==> src/rtl/mem_stage_if.sv <==
// Data-memory request/response port of the MEM stage.
// master = pipeline side, slave = memory side.
interface mem_stage_if;
  logic        dmem_req;
  logic        dmem_we;
  logic [31:0] dmem_addr;
  logic [31:0] dmem_wdata;
  logic [3:0]  dmem_wstrb;
  logic [31:0] dmem_rdata;
  logic        dmem_ready;

  modport master (
    output dmem_req,
    output dmem_we,
    output dmem_addr,
    output dmem_wdata,
    output dmem_wstrb,
    input  dmem_rdata,
    input  dmem_ready
  );

  modport slave (
    input  dmem_req,
    input  dmem_we,
    input  dmem_addr,
    input  dmem_wdata,
    input  dmem_wstrb,
    output dmem_rdata,
    output dmem_ready
  );
endinterface

==> src/rtl/mem_stage.sv <==
// RV32I memory-access stage with MEM/WB register.
// Handshaked data-memory access, load extension, stall/fault.
module mem_stage #(
  parameter int TIMEOUT_CYCLES = 15
) (
  input  logic        clk,
  input  logic        reset,
  input  logic        RegWriteM,
  input  logic        MemWriteM,
  input  logic [1:0]  ResultSrcM,
  input  logic [2:0]  Funct3M,
  input  logic [31:0] AluResultM,
  input  logic [31:0] WriteDataM,
  input  logic [31:0] pc_plus_fourM,
  input  logic [4:0]  RdM,
  mem_stage_if.master dmem,
  output logic        stall_mem,
  output logic        mem_fault,
  output logic        RegWriteW,
  output logic [1:0]  ResultSrcW,
  output logic [31:0] AluResultW,
  output logic [31:0] ReadDataW,
  output logic [31:0] pc_plus_fourW,
  output logic [4:0]  RdW
);

  typedef enum logic {
    IDLE,
    BUSY
  } state_t;

  typedef struct packed {
    logic        rw;
    logic [1:0]  rs;
    logic [31:0] alu;
    logic [31:0] rdata;
    logic [31:0] pc4;
    logic [4:0]  rd;
  } mem_wb_t;

  localparam int CW =
    (TIMEOUT_CYCLES > 1) ? $clog2(TIMEOUT_CYCLES) : 1;
  localparam int LAST =
    (TIMEOUT_CYCLES > 0) ? TIMEOUT_CYCLES - 1 : 0;
  localparam logic [CW-1:0] CNT_LAST = CW'(LAST);
  localparam bit TMO_EN = (TIMEOUT_CYCLES != 0);

  state_t        state_q;
  state_t        state_d;
  logic [CW-1:0] cnt_q;

  logic       is_store;
  logic       is_load;
  logic       mem_op;
  logic       is_b;
  logic       is_h;
  logic       is_w;
  logic       f3_ok;
  logic       aligned;
  logic       legal;
  logic       bad_op;
  logic [1:0] off;
  logic       busy;
  logic       done;
  logic       tmo;

  logic [3:0]  strb_n;
  logic [31:0] wdata_n;
  logic [31:0] rsh;
  logic [15:0] lh;
  logic [31:0] load_data;

  logic        we_q;
  logic [31:0] addr_q;
  logic [31:0] wdata_q;
  logic [3:0]  wstrb_q;

  mem_wb_t wb_d;
  mem_wb_t wb_q;

  // A store flag overrides a load-select result source.
  assign is_store = MemWriteM;
  assign is_load  = ~MemWriteM & (ResultSrcM == 2'b01);
  assign mem_op   = is_store | is_load;
  assign off      = AluResultM[1:0];

  always_comb begin
    is_b = 1'b0;
    is_h = 1'b0;
    is_w = 1'b0;
    unique case (Funct3M[1:0])
      2'b00:   is_b = 1'b1;
      2'b01:   is_h = 1'b1;
      2'b10:   is_w = 1'b1;
      default: ;
    endcase
  end

  assign f3_ok = is_store
    ? ~Funct3M[2] & (is_b | is_h | is_w)
    : (is_b | is_h) | (is_w & ~Funct3M[2]);

  assign aligned = is_b
    | (is_h & ~off[0])
    | (is_w & (off == 2'b00));

  assign legal  = mem_op & f3_ok & aligned;
  assign bad_op = mem_op & ~legal;

  assign busy = (state_q == BUSY);
  assign done = busy & dmem.dmem_ready;
  assign tmo  = TMO_EN & busy & ~dmem.dmem_ready
              & (cnt_q == CNT_LAST);

  assign stall_mem = reset & legal & ~done & ~tmo;
  assign mem_fault = reset & (bad_op | tmo);

  always_comb begin
    state_d = state_q;
    unique case (state_q)
      IDLE: if (legal) state_d = BUSY;
      BUSY: if (done | tmo) state_d = IDLE;
      default: state_d = IDLE;
    endcase
  end

  always_ff @(posedge clk or negedge reset) begin
    if (!reset) begin
      state_q <= IDLE;
    end else begin
      state_q <= state_d;
    end
  end

  always_ff @(posedge clk or negedge reset) begin
    if (!reset) begin
      cnt_q <= '0;
    end else if (busy & ~done & ~tmo) begin
      cnt_q <= cnt_q + 1'b1;
    end else begin
      cnt_q <= '0;
    end
  end

  always_comb begin
    strb_n  = 4'b1111;
    wdata_n = WriteDataM;
    unique case (1'b1)
      is_b: begin
        strb_n  = 4'b0001 << off;
        wdata_n = {4{WriteDataM[7:0]}};
      end
      is_h: begin
        strb_n  = 4'b0011 << {off[1], 1'b0};
        wdata_n = {2{WriteDataM[15:0]}};
      end
      default: ;
    endcase
  end

  // Request fields are frozen for the whole BUSY window.
  always_ff @(posedge clk or negedge reset) begin
    if (!reset) begin
      we_q    <= 1'b0;
      addr_q  <= '0;
      wdata_q <= '0;
      wstrb_q <= '0;
    end else if (!busy && legal) begin
      we_q    <= is_store;
      addr_q  <= {AluResultM[31:2], 2'b00};
      wdata_q <= is_store ? wdata_n : 32'd0;
      wstrb_q <= is_store ? strb_n : 4'b0000;
    end else if (done | tmo) begin
      we_q    <= 1'b0;
      addr_q  <= '0;
      wdata_q <= '0;
      wstrb_q <= '0;
    end
  end

  assign dmem.dmem_req   = busy;
  assign dmem.dmem_we    = we_q;
  assign dmem.dmem_addr  = addr_q;
  assign dmem.dmem_wdata = wdata_q;
  assign dmem.dmem_wstrb = wstrb_q;

  assign rsh = dmem.dmem_rdata >> {off, 3'b000};
  assign lh  = off[1] ? dmem.dmem_rdata[31:16]
                      : dmem.dmem_rdata[15:0];

  always_comb begin
    load_data = dmem.dmem_rdata;
    unique case (1'b1)
      is_b: load_data =
        {{24{~Funct3M[2] & rsh[7]}}, rsh[7:0]};
      is_h: load_data =
        {{16{~Funct3M[2] & lh[15]}}, lh};
      default: ;
    endcase
  end

  // Stall and fault cycles both push a bubble.
  always_comb begin
    wb_d = '0;
    if (!stall_mem && !mem_fault) begin
      wb_d.rw    = RegWriteM & ~is_store;
      wb_d.rs    = ResultSrcM;
      wb_d.alu   = AluResultM;
      wb_d.rdata = is_load ? load_data : 32'd0;
      wb_d.pc4   = pc_plus_fourM;
      wb_d.rd    = RdM;
    end
  end

  always_ff @(posedge clk or negedge reset) begin
    if (!reset) begin
      wb_q <= '0;
    end else begin
      wb_q <= wb_d;
    end
  end

  assign RegWriteW     = wb_q.rw;
  assign ResultSrcW    = wb_q.rs;
  assign AluResultW    = wb_q.alu;
  assign ReadDataW     = wb_q.rdata;
  assign pc_plus_fourW = wb_q.pc4;
  assign RdW           = wb_q.rd;

endmodule

==> src/flat_wrapper.sv <==
// flat-port wrapper written by rule: the top's interface ports become plain ports
module mem_stage_flat 
#(
  parameter int TIMEOUT_CYCLES = 15
)
  (clk, reset, RegWriteM, MemWriteM, ResultSrcM, Funct3M, AluResultM, WriteDataM, pc_plus_fourM, RdM, stall_mem, mem_fault, RegWriteW, ResultSrcW, AluResultW, ReadDataW, pc_plus_fourW, RdW, dmem_dmem_req, dmem_dmem_we, dmem_dmem_addr, dmem_dmem_wdata, dmem_dmem_wstrb, dmem_dmem_rdata, dmem_dmem_ready);
  mem_stage_if dmem_i ();
  input  logic clk;
  input  logic reset;
  input  logic RegWriteM;
  input  logic MemWriteM;
  input  logic [1:0] ResultSrcM;
  input  logic [2:0] Funct3M;
  input  logic [31:0] AluResultM;
  input  logic [31:0] WriteDataM;
  input  logic [31:0] pc_plus_fourM;
  input  logic [4:0] RdM;
  output logic stall_mem;
  output logic mem_fault;
  output logic RegWriteW;
  output logic [1:0] ResultSrcW;
  output logic [31:0] AluResultW;
  output logic [31:0] ReadDataW;
  output logic [31:0] pc_plus_fourW;
  output logic [4:0] RdW;
  output wire logic [$bits(dmem_i.dmem_req)-1:0] dmem_dmem_req;
  output wire logic [$bits(dmem_i.dmem_we)-1:0] dmem_dmem_we;
  output wire logic [$bits(dmem_i.dmem_addr)-1:0] dmem_dmem_addr;
  output wire logic [$bits(dmem_i.dmem_wdata)-1:0] dmem_dmem_wdata;
  output wire logic [$bits(dmem_i.dmem_wstrb)-1:0] dmem_dmem_wstrb;
  input wire logic [$bits(dmem_i.dmem_rdata)-1:0] dmem_dmem_rdata;
  input wire logic [$bits(dmem_i.dmem_ready)-1:0] dmem_dmem_ready;
  assign dmem_dmem_req = dmem_i.dmem_req;
  assign dmem_dmem_we = dmem_i.dmem_we;
  assign dmem_dmem_addr = dmem_i.dmem_addr;
  assign dmem_dmem_wdata = dmem_i.dmem_wdata;
  assign dmem_dmem_wstrb = dmem_i.dmem_wstrb;
  assign dmem_i.dmem_rdata = dmem_dmem_rdata;
  assign dmem_i.dmem_ready = dmem_dmem_ready;
  mem_stage #(.TIMEOUT_CYCLES(TIMEOUT_CYCLES)) u_core (.clk(clk), .reset(reset), .RegWriteM(RegWriteM), .MemWriteM(MemWriteM), .ResultSrcM(ResultSrcM), .Funct3M(Funct3M), .AluResultM(AluResultM), .WriteDataM(WriteDataM), .pc_plus_fourM(pc_plus_fourM), .RdM(RdM), .dmem(dmem_i), .stall_mem(stall_mem), .mem_fault(mem_fault), .RegWriteW(RegWriteW), .ResultSrcW(ResultSrcW), .AluResultW(AluResultW), .ReadDataW(ReadDataW), .pc_plus_fourW(pc_plus_fourW), .RdW(RdW));
endmodule
==> config.mk <==
export PLATFORM = sky130hd
export DESIGN_NAME = mem_stage_flat
export DESIGN_NICKNAME = d
export VERILOG_FILES = /design/src/rtl/mem_stage_if.sv /design/src/rtl/mem_stage.sv /design/src/flat_wrapper.sv
export SDC_FILE = /design/constraint.sdc
export NUM_CORES = 1
export LEC_CHECK = 0
export BUFFER_PORTS_ARGS = -buffer_cell sky130_fd_sc_hd__buf_2
export CAP_MARGIN = 20
export CORE_ASPECT_RATIO = 1.25
export CORE_UTILIZATION = 25
export DETAILED_ROUTE_END_ITERATION = 8
export GPL_TIMING_DRIVEN = 0
export SYNTH_ARGS = -nofsm -noshare
export SYNTH_HDL_FRONTEND = slang
export SYNTH_SLANG_ARGS = --single-unit
==> constraint.sdc <==
create_clock -name clk -period 3.7 [get_ports clk]
set_clock_uncertainty 0.15 [all_clocks]
set_input_delay 0.74 -clock clk [delete_from_list [all_inputs] [get_ports clk]]
set_output_delay 0.74 -clock clk [all_outputs]
set_load 0.05 [all_outputs]
Word level (Yosys, flattened, before mapping)
Index checks and enable logic that the tools add are counted.

Logic and storage cells: 87. Output and inout port bits: 176. Input bits: 143. Bits in registers: 178.

Bitwise operators: 36. Add/subtract/negate cells: 1. Reduce and logical (&&, ||, !) cells: 8. Shifts and indexed selects: 3. Mux-type cells: 23. Equal/unequal tests: 4.

Operators with widths (count): $mux W32 (5); $pmux W32 S2 (2); $mux W104 (1); $shr A32 B5 Y8 (1); $and A1 B1 Y1 (20); $mux W16 (1); $mux W4 (4); $mux W1 (8); $not A1 Y1 (8); $or A1 B1 Y1 (8); $pmux W4 S2 (1); $add A4 B1 Y4 const B (1); $eq A2 B1 Y1 const B (2); $eq A4 B4 Y1 const B (1); $logic_not A2 Y1 (2); $shl A1 B2 Y4 const A (1); $shl A2 B2 Y4 const A (1); $logic_not A1 Y1 (3); $eq A2 B2 Y1 const B (1); $logic_and A1 B1 Y1 (2); $pmux W1 S2 (1); $reduce_bool A2 Y1 (1).

Logic depth before layout (Yosys ltp)
Gate-level depths: netlist of run 1.

Depth after elaboration: 15. Gate-level depth with buffers: 8. Mapped depth without buffers: 6.

Worst setup path after synthesis of run 1
Ideal clock, no wire load.

Path kind: input to output. Start: input Funct3M[0]. End: output stall_mem. Arrival time: 2119 ps. Stages on the path: 4. Data required time: 2810 ps. Slack: 691 ps. Path buffers: 1. Path through: buf_2 -> or4_4 -> a22oi_2 -> and3_1.

Longest elaborated chain between the ends: 11. Elaborated cells on any way between the ends: 21. Those cells by class: eq/ne (2); mux (4); bitwise (14); reduce/logical (1).

Ends and longest elaborated chain: start, declared (RTL line flat_wrapper.sv:13) `input logic [2:0] Funct3M;`; $eq A2 B1 Y1 or $logic_not A2 Y1 (tied branches) (RTL line mem_stage.sv:91) `unique case (Funct3M[1:0])`; $mux W1 (RTL line mem_stage.sv:91); $or A1 B1 Y1 (RTL line mem_stage.sv:100, mem_stage.sv:101); $or A1 B1 Y1 (RTL line mem_stage.sv:100) `? ~Funct3M[2] & (is_b | is_h | is_w)`; $and A1 B1 Y1 (RTL line mem_stage.sv:100); $mux W1 (RTL line mem_stage.sv:100); $and A1 B1 Y1 (RTL line mem_stage.sv:107) `assign legal = mem_op & f3_ok & aligned;`; $and A1 B1 Y1 * (RTL line mem_stage.sv:107); $and A1 B1 Y1 * (3 in a row) (RTL line mem_stage.sv:115) `assign stall_mem = reset & legal & ~done & ~tmo;`; end, declared (RTL line flat_wrapper.sv:18) `output logic stall_mem;`.

Mark *: on every way between the ends. The rest lies on a longest branch, timed or not.

Worst setup path in the final report of run 1
Start: input reset. End: output mem_fault.

Longest elaborated chain between the ends: 1.

Ends and longest elaborated chain: start, declared (RTL line flat_wrapper.sv:9) `input logic reset;`; $and A1 B1 Y1 (RTL line mem_stage.sv:116) `assign mem_fault = reset & (bad_op | tmo);`; end, declared (RTL line flat_wrapper.sv:19) `output logic mem_fault;`.

No other way between the ends.

==> results of run 1 <==
-- cell usage after synthesis (2+ instances only) --
cell and number:
nor3_1 3, mux2_2 8, nor2_1 17, dfrtp_1 176, nor2b_1 3, a222oi_1 7, and2_1 2, o21bai_1 2
nand2_1 31, mux2i_1 25, ha_1 2, a221oi_1 2, clkbuf_1 30, a21oi_1 27, a22oi_1 7, o2bb2ai_1 18
buf_6 3, o21ai_0 9, buf_2 12, and3_1 73, inv_1 6, a311oi_1 2, buf_4 2, a211o_1 3
nand2b_1 3, buf_1 3, a22o_1 55
-- power groups by stage --
stage | clock network [mW] | registers, mW | logic, mW
2_1_floorplan | 0 | 2.92 | 0.343
3_3_place_gp | 0 | 2.23 | 1.50
3_5_place_dp | 0 | 2.23 | 1.51
4_1_cts | 2.06 | 2.20 | 1.52
5_1_grt | 2.14 | 2.22 | 1.59
6_report | 2.01 | 2.20 | 1.50
-- cell type report --
| class | count | share of cell area |
|---|---|---|
| Multi-Input combinational cell | 321 | 0.235 |
| Clock inverter | 10 | 0.0180 |
| Buffer | 50 | 0.0242 |
| Timing Repair Buffer | 314 | 0.167 |
| Antenna cell | 2 | 0.000520 |
| Tap cell | 345 | 0.0449 |
| Inverter | 6 | 0.00234 |
| Clock buffer | 22 | 0.0504 |
| Sequential cell | 176 | 0.458 |
-- worst paths after layout --
path	start	to	slack (ps)	cells after the start
max	reset	mem_fault	580	5
min	reset	u_core.AluResultW[28]	90	1
max reg2reg	u_core.dmem.dmem_req	u_core.dmem.dmem_addr[30]	1520	6
min reg2reg	u_core.dmem.dmem_we	u_core.dmem.dmem_we	330	1
max in group asynchronous	reset	u_core.ReadDataW[9]	2340	2
min in group clk	u_core.dmem.dmem_we	u_core.dmem.dmem_we	330	1
-- cells in the final DEF (no fill, tap or decap), types with 3 or more instances in the layout --
master / n
a22oi_1: 7
nand2_1: 31
o21ai_0: 9
a22o_1: 55
a21oi_1: 27
nor3_1: 3
buf_1: 3
and3_1: 73
o2bb2ai_1: 18
mux2i_1: 25
a222oi_1: 7
buf_6: 3
inv_1: 6
a211o_1: 3
nor2b_1: 3
clkbuf_8: 4
clkbuf_16: 17
bufinv_16: 4
mux2_2: 8
nand2b_1: 3
buf_2: 324
clkbuf_1: 31
nor2_1: 17
dfrtp_1: 176
-- sequential cells by signal (all words and copies together), names as in the netlist --
| signal | flops |
|---|---|
| u_core.dmem.dmem_wdata | 32 |
| u_core.RdW | 5 |
| u_core.ReadDataW | 32 |
| u_core.RegWriteW | 1 |
| u_core.cnt_q | 4 |
| u_core.ResultSrcW | 2 |
| u_core.dmem.dmem_req | 1 |
| u_core.dmem.dmem_addr | 30 |
| u_core.dmem.dmem_wstrb | 4 |
| u_core.AluResultW | 32 |
| u_core.pc_plus_fourW | 32 |
| u_core.dmem.dmem_we | 1 |
-- kinds of logic after synthesis --
kind of cell	Yosys count
AO/OA/AOI/OAI	142
other	1
adder cells (fa/ha/maj)	2
buffers and inverters	56
AND/OR/NAND/NOR	140
XOR/XNOR	2
multiplexers	33
flip-flops	176
-- worst max-delay path, cell delays in order --
cell    delay, ps
buf_8         360
buf_16        460
inv_1         150
nor2_1        130
buf_2         290
-- through the flow --
stage	instances	hold WS, ps	cell area [µm²]
after floorplan	553	294	6920
after global placement	1211	307	8920
after detailed placement	1212	315	8950
after CTS	1244	94.4	9610
after global routing	1245	115	9610
final	1246	85.7	9620
-- routing by layer --
layer / GRT usage / up-vias / share of wire
li1: - / 2684 / -
met1: 0.203 / 2771 / 0.40
met2: 0.279 / 217 / 0.50
met3: 0.0382 / 53 / 0.057
met4: 0.0850 / 6 / 0.037
met5: 0 / - / 0.0013
==> out/qor.yml, run 1 <==
status: "finished clean"
drt_wl_total_um: 23400
end_kind: "output port"
fp.dieW_um: 151
initial_utilization: 0.256
rsz0062_at_grt: "no"
max_freq_mhz: 320
clkTransAtPathRegs_ps: 70
synthCells: 552
cp.arrival_ps: 2230
setup_slack_ps: 575
post-route-period-util: 0.844
p_per_area_mw_per_mm2: 594
ctsResizeCount: 0
synth_largest_type_area_fraction: 0.637
route.detailed.drc: 0
p_sw_frac: 0.349
portBuffers: 313
yosysSeqAreaShare: 0.637
syn_avg_cell_area_um2: 12.5
ir_drop_mv: 0.278
drt_first_pass_iters: 7
synth-compound-area-share: 0.160
period_needed_ps: 3120
cts.sinks: 176
crit_path_start_kind: "input port"
cts_buffer_depth: 2
final_layout_size_suffix_gt1_frac: 0.419
design.die.area_mm2: 0.0283
drtIter0Drc: 309
power_mw: 5.71
cp_max_fo: 120
pre_cts_ws_ps: 494
ys_seq_elements: 176
hold_class: "in -> async"
relSlewSlack: 0.249
internal_power_mw: 3.72
track_usage: 0.169
final_nets: 1031
ioPinCount: 319
coreArea_mm2: 0.0270
synth_fa_ha_area_frac: 0.00362
synth_edf_count: 0
dpl.hpwl_um: 17800
synthXorXnorAreaFrac: 0.00253
yosys.area.top_type: "dfrtp_1"
first_global_vias: 5765
drv_slew: 0
tritoncts: "done"
leakage_nw: 5.24
final_hold_viol_count: 0
ys.warnings.count: 0
ys_top_cells_by_area: "dfrtp_1, a22o_1, and3_1, mux2i_1, o2bb2ai_1"
muxShareOfSynthArea: 0.0492
maxCapViolations: 0
worstPathRequired_ps: 2810
clkPwrFrac: 0.352
synth_cell_types: 48
area_growth_syn_to_layout_pct: 39.1
async_flop_share: 1.00
regArea_mm2: 0.00440
gp_congestion: 0.824
grt_pass1_wl_um: 35400
tightest_slew_ps: 1120
synth_top_family_by_area: "compound AO/OA/AOI/OAI gates"
pwr-share-seq: 0.385
postCtsSetupBuffers: 0
rows: 67
syn_area_mm2: 0.00692
postLayoutCoreUtil: 0.356
p_comb_frac: 0.263
multi_input_area_mm2: 0.00226
synth-simple-area-share: 0.110
p_switching_mw: 1.99
antenna_left: 0
viasPerCell: 4.60
wl_per_cell_um: 18.8
cts_inserted_buffers: 17
via_count: 5731
htreeDepth: 4
cts_hold_buf: 0
setup_viol: 0
grt_max_degree: 121
ys.flop_type: "dfrtp_1"
antenna_found_initial: 5
grt.overflow.total: 0
die_y_um: 188
nFillCells: 2732
root_buffer: "clkbuf_16"
clock_latency_ps: 430
fin_tns_setup_ps: 0
criticalPathCategory: "in -> out"
Note: power is estimated with default switching activity, not from simulation.
==> run 2, diff against run 1 <==
Clock period 3.7 ns to 3.2 ns, I/O delays scaled along.
==> run 2 against run 1 <==
  * Flip-flop and latch count unchanged
  * Hold slack worse by 55 ps
  * First-iteration DRC count up 17%
  * Sequential power up 15%
  * Count of clock-buffer cells in the layout unchanged
  * Critical path depth unchanged
  * Largest cell class unchanged
  * Non-clock buffer count up 2
  * Register-to-register slack worse by 500 ps
  * Combinational power up 16%
  * Clock power up 15%
  * Sequential share of layout area down 0.19 points
==> out/qor.yml, run 2 (synthesized netlist as in run 1, its figures left out) <==
root_buffer: "clkbuf_16"  # unchanged
p_switching_mw: 2.30  # was 1.99 mW
final_cell_mix: "buf_2, dfrtp_1, and3_1, a22o_1"  # unchanged
cp_common_cell: "buf_2"
p_comb_frac: 0.264  # was 0.263
wl_per_cell_um: 18.8  # about the same
cts_buffer_depth: 2  # unchanged
final_layout_size_suffix_gt1_frac: 0.420  # was 0.419
cp_max_fo: 9  # was 120
initial_utilization: 0.256  # unchanged
final_nets: 1033  # was 1031
crit_path_start_kind: "input port"  # unchanged
area_growth_syn_to_layout_pct: 39.6  # was 39.1%
via_count: 5708  # was 5731
antenna_left: 0  # unchanged
portBuffers: 313  # unchanged
drt_wl_total_um: 23500  # was 23400 µm
route.detailed.drc: 0  # unchanged
period_needed_ps: 2860
end_kind: "output port"  # unchanged
cp.arrival_ps: 2070  # was 2230 ps
grt_pass1_wl_um: 35400  # about the same
rows: 67  # unchanged
p_per_area_mw_per_mm2: 683  # was 594 mW/mm²
antenna_found_initial: 6  # was 5
met3_length_um: 1250  # was 1320 µm
grt_max_degree: 121  # unchanged
maxCapViolations: 0  # unchanged
final_hold_viol_count: 0  # unchanged
track_usage: 0.169  # about the same
gp_congestion: 0.824  # unchanged
ioPinCount: 319  # unchanged
internal_power_mw: 4.30  # was 3.72 mW
highest_layer: "met5"  # unchanged
met2_length_um: 11900  # was 11800 µm
cp_num_buf_inv: 2  # was 4
worstPathRequired_ps: 2410  # was 2810 ps
post-route-period-util: 0.894
final_common_cell: "buf_2"  # unchanged
pwr-share-seq: 0.385  # about the same
tightest_slew_ps: 1120  # about the same
clkPwrFrac: 0.351  # was 0.352
clkTransAtPathRegs_ps: 70  # about the same
fp.dieW_um: 151  # unchanged
cts.sinks: 176  # unchanged
coreArea_mm2: 0.0270  # unchanged
ir_drop_mv: 0.318  # was 0.278 mV
p_sw_frac: 0.348  # was 0.349
viasPerCell: 4.57  # was 4.60
tritoncts: "done"  # unchanged
die_y_um: 188  # unchanged
rsz0062_at_grt: "no"  # unchanged
stdcell_area_mm2: 0.00966  # was 0.00962 mm²
rr_worst_depth: 6  # unchanged
ctsResizeCount: 0  # unchanged
clock_latency_ps: 430  # about the same
status: "finished clean"  # unchanged
cts_inserted_buffers: 17  # unchanged
worstPathCellList: "buf_2, or4_4, a22oi_2, and3_1, buf_2"  # was buf_8, buf_16, inv_1, nor2_1, buf_2
fin_tns_setup_ps: 0  # unchanged
slowest_delay_ps: 560  # was 460 ps
drt_first_pass_iters: 7  # unchanged
power_mw: 6.60  # was 5.71 mW
htreeDepth: 4  # unchanged
hold_slack_ps: 30.2  # was 85.7 ps
relSlewSlack: 0.245  # was 0.249
critical-path-top-delay-family: "simple AND/OR/NAND/NOR gates"  # was buffers and inverters
critPathSlowestCell: "or4_4"  # was buf_16
hold_class: "in -> async"  # unchanged
criticalPathCategory: "in -> out"  # unchanged
design.die.area_mm2: 0.0283  # unchanged
max_freq_mhz: 350
placed_cell_area_mm2: 0.00895  # unchanged
critical_path_cell_count: 5  # unchanged
drv_slew: 0  # unchanged
leakage_nw: 5.26  # was 5.24 nW
setup_viol: 0  # unchanged
wl_met1_um: 9510  # was 9370 µm
drtIter0Drc: 361  # was 309
first_global_vias: 5762  # was 5765
grt.overflow.total: 0  # unchanged
dpl.hpwl_um: 17800  # unchanged
run 2: cell count changes in the layout (fill, tap and decap cells not counted), sizes merged:
cell	before	now
buf	334	335
diode	2	3
dlygate4sd3	0	1
run 2: worst paths after layout:
path | from | endpoint | slack [ps]
max reg2reg | u_core.dmem.dmem_req | u_core.dmem.dmem_addr[30] | 1020
min reg2reg | u_core.dmem.dmem_we | u_core.dmem.dmem_we | 330
max in group asynchronous | reset | u_core.dmem.dmem_we | 1810
max | Funct3M[0] | stall_mem | 340
min | reset | u_core.dmem.dmem_addr[30] | 30
min in group clk | RegWriteM | u_core.RegWriteW | 270
run 2: cell type report:
class | count | area [µm²]
fillers | 2726 | 17300
flip-flops and latches | 176 | 4400
multi-input cells | 321 | 2260
repair buffers | 316 | 1640
clock buffers | 22 | 484
well taps | 345 | 432
plain buffers | 50 | 233
clock inverters | 10 | 173
inverters | 6 | 22.5
diodes | 3 | 7.51
run 2: worst reg2reg max path, cell delays in order, from the launching register on:
cell,delay (ps)
dfrtp_1,360
clkbuf_1,350
nor2b_1,220
nand2b_1,170
o21ai_2,150
clkbuf_1,490
a22o_1,220
run 2: routing by layer:
metal  up-vias  GRT usage
met5         -          0
met4         6     0.0858
met3        49     0.0384
met2       190      0.279
met1      2772      0.203
li1       2691          -
run 2: power by group through the flow:
stage          clock network [mW]  registers (mW)  logic, mW
6_report                     2.31            2.54       1.74
5_1_grt                      2.47            2.57       1.84
4_1_cts                      2.38            2.54       1.76
3_5_place_dp                    0            2.58       1.75
3_3_place_gp                    0            2.58       1.74
2_1_floorplan                   0            3.38      0.396
run 2: per-stage QoR:
stage	worst slack [ps]	cells	util
6_report	339	1249	0.358
5_1_grt	292	1248	0.358
4_1_cts	334	1246	0.357
3_5_place_dp	103	1212	0.332
3_3_place_gp	-2280	1211	0.330
2_1_floorplan	391	553	-
run 2: timing repair:
item	CTS	global route
hold buffers	2	0
endpoints found under the hold margin	15	0
endpoints found under the setup margin	0	0
buffers inserted	0	0
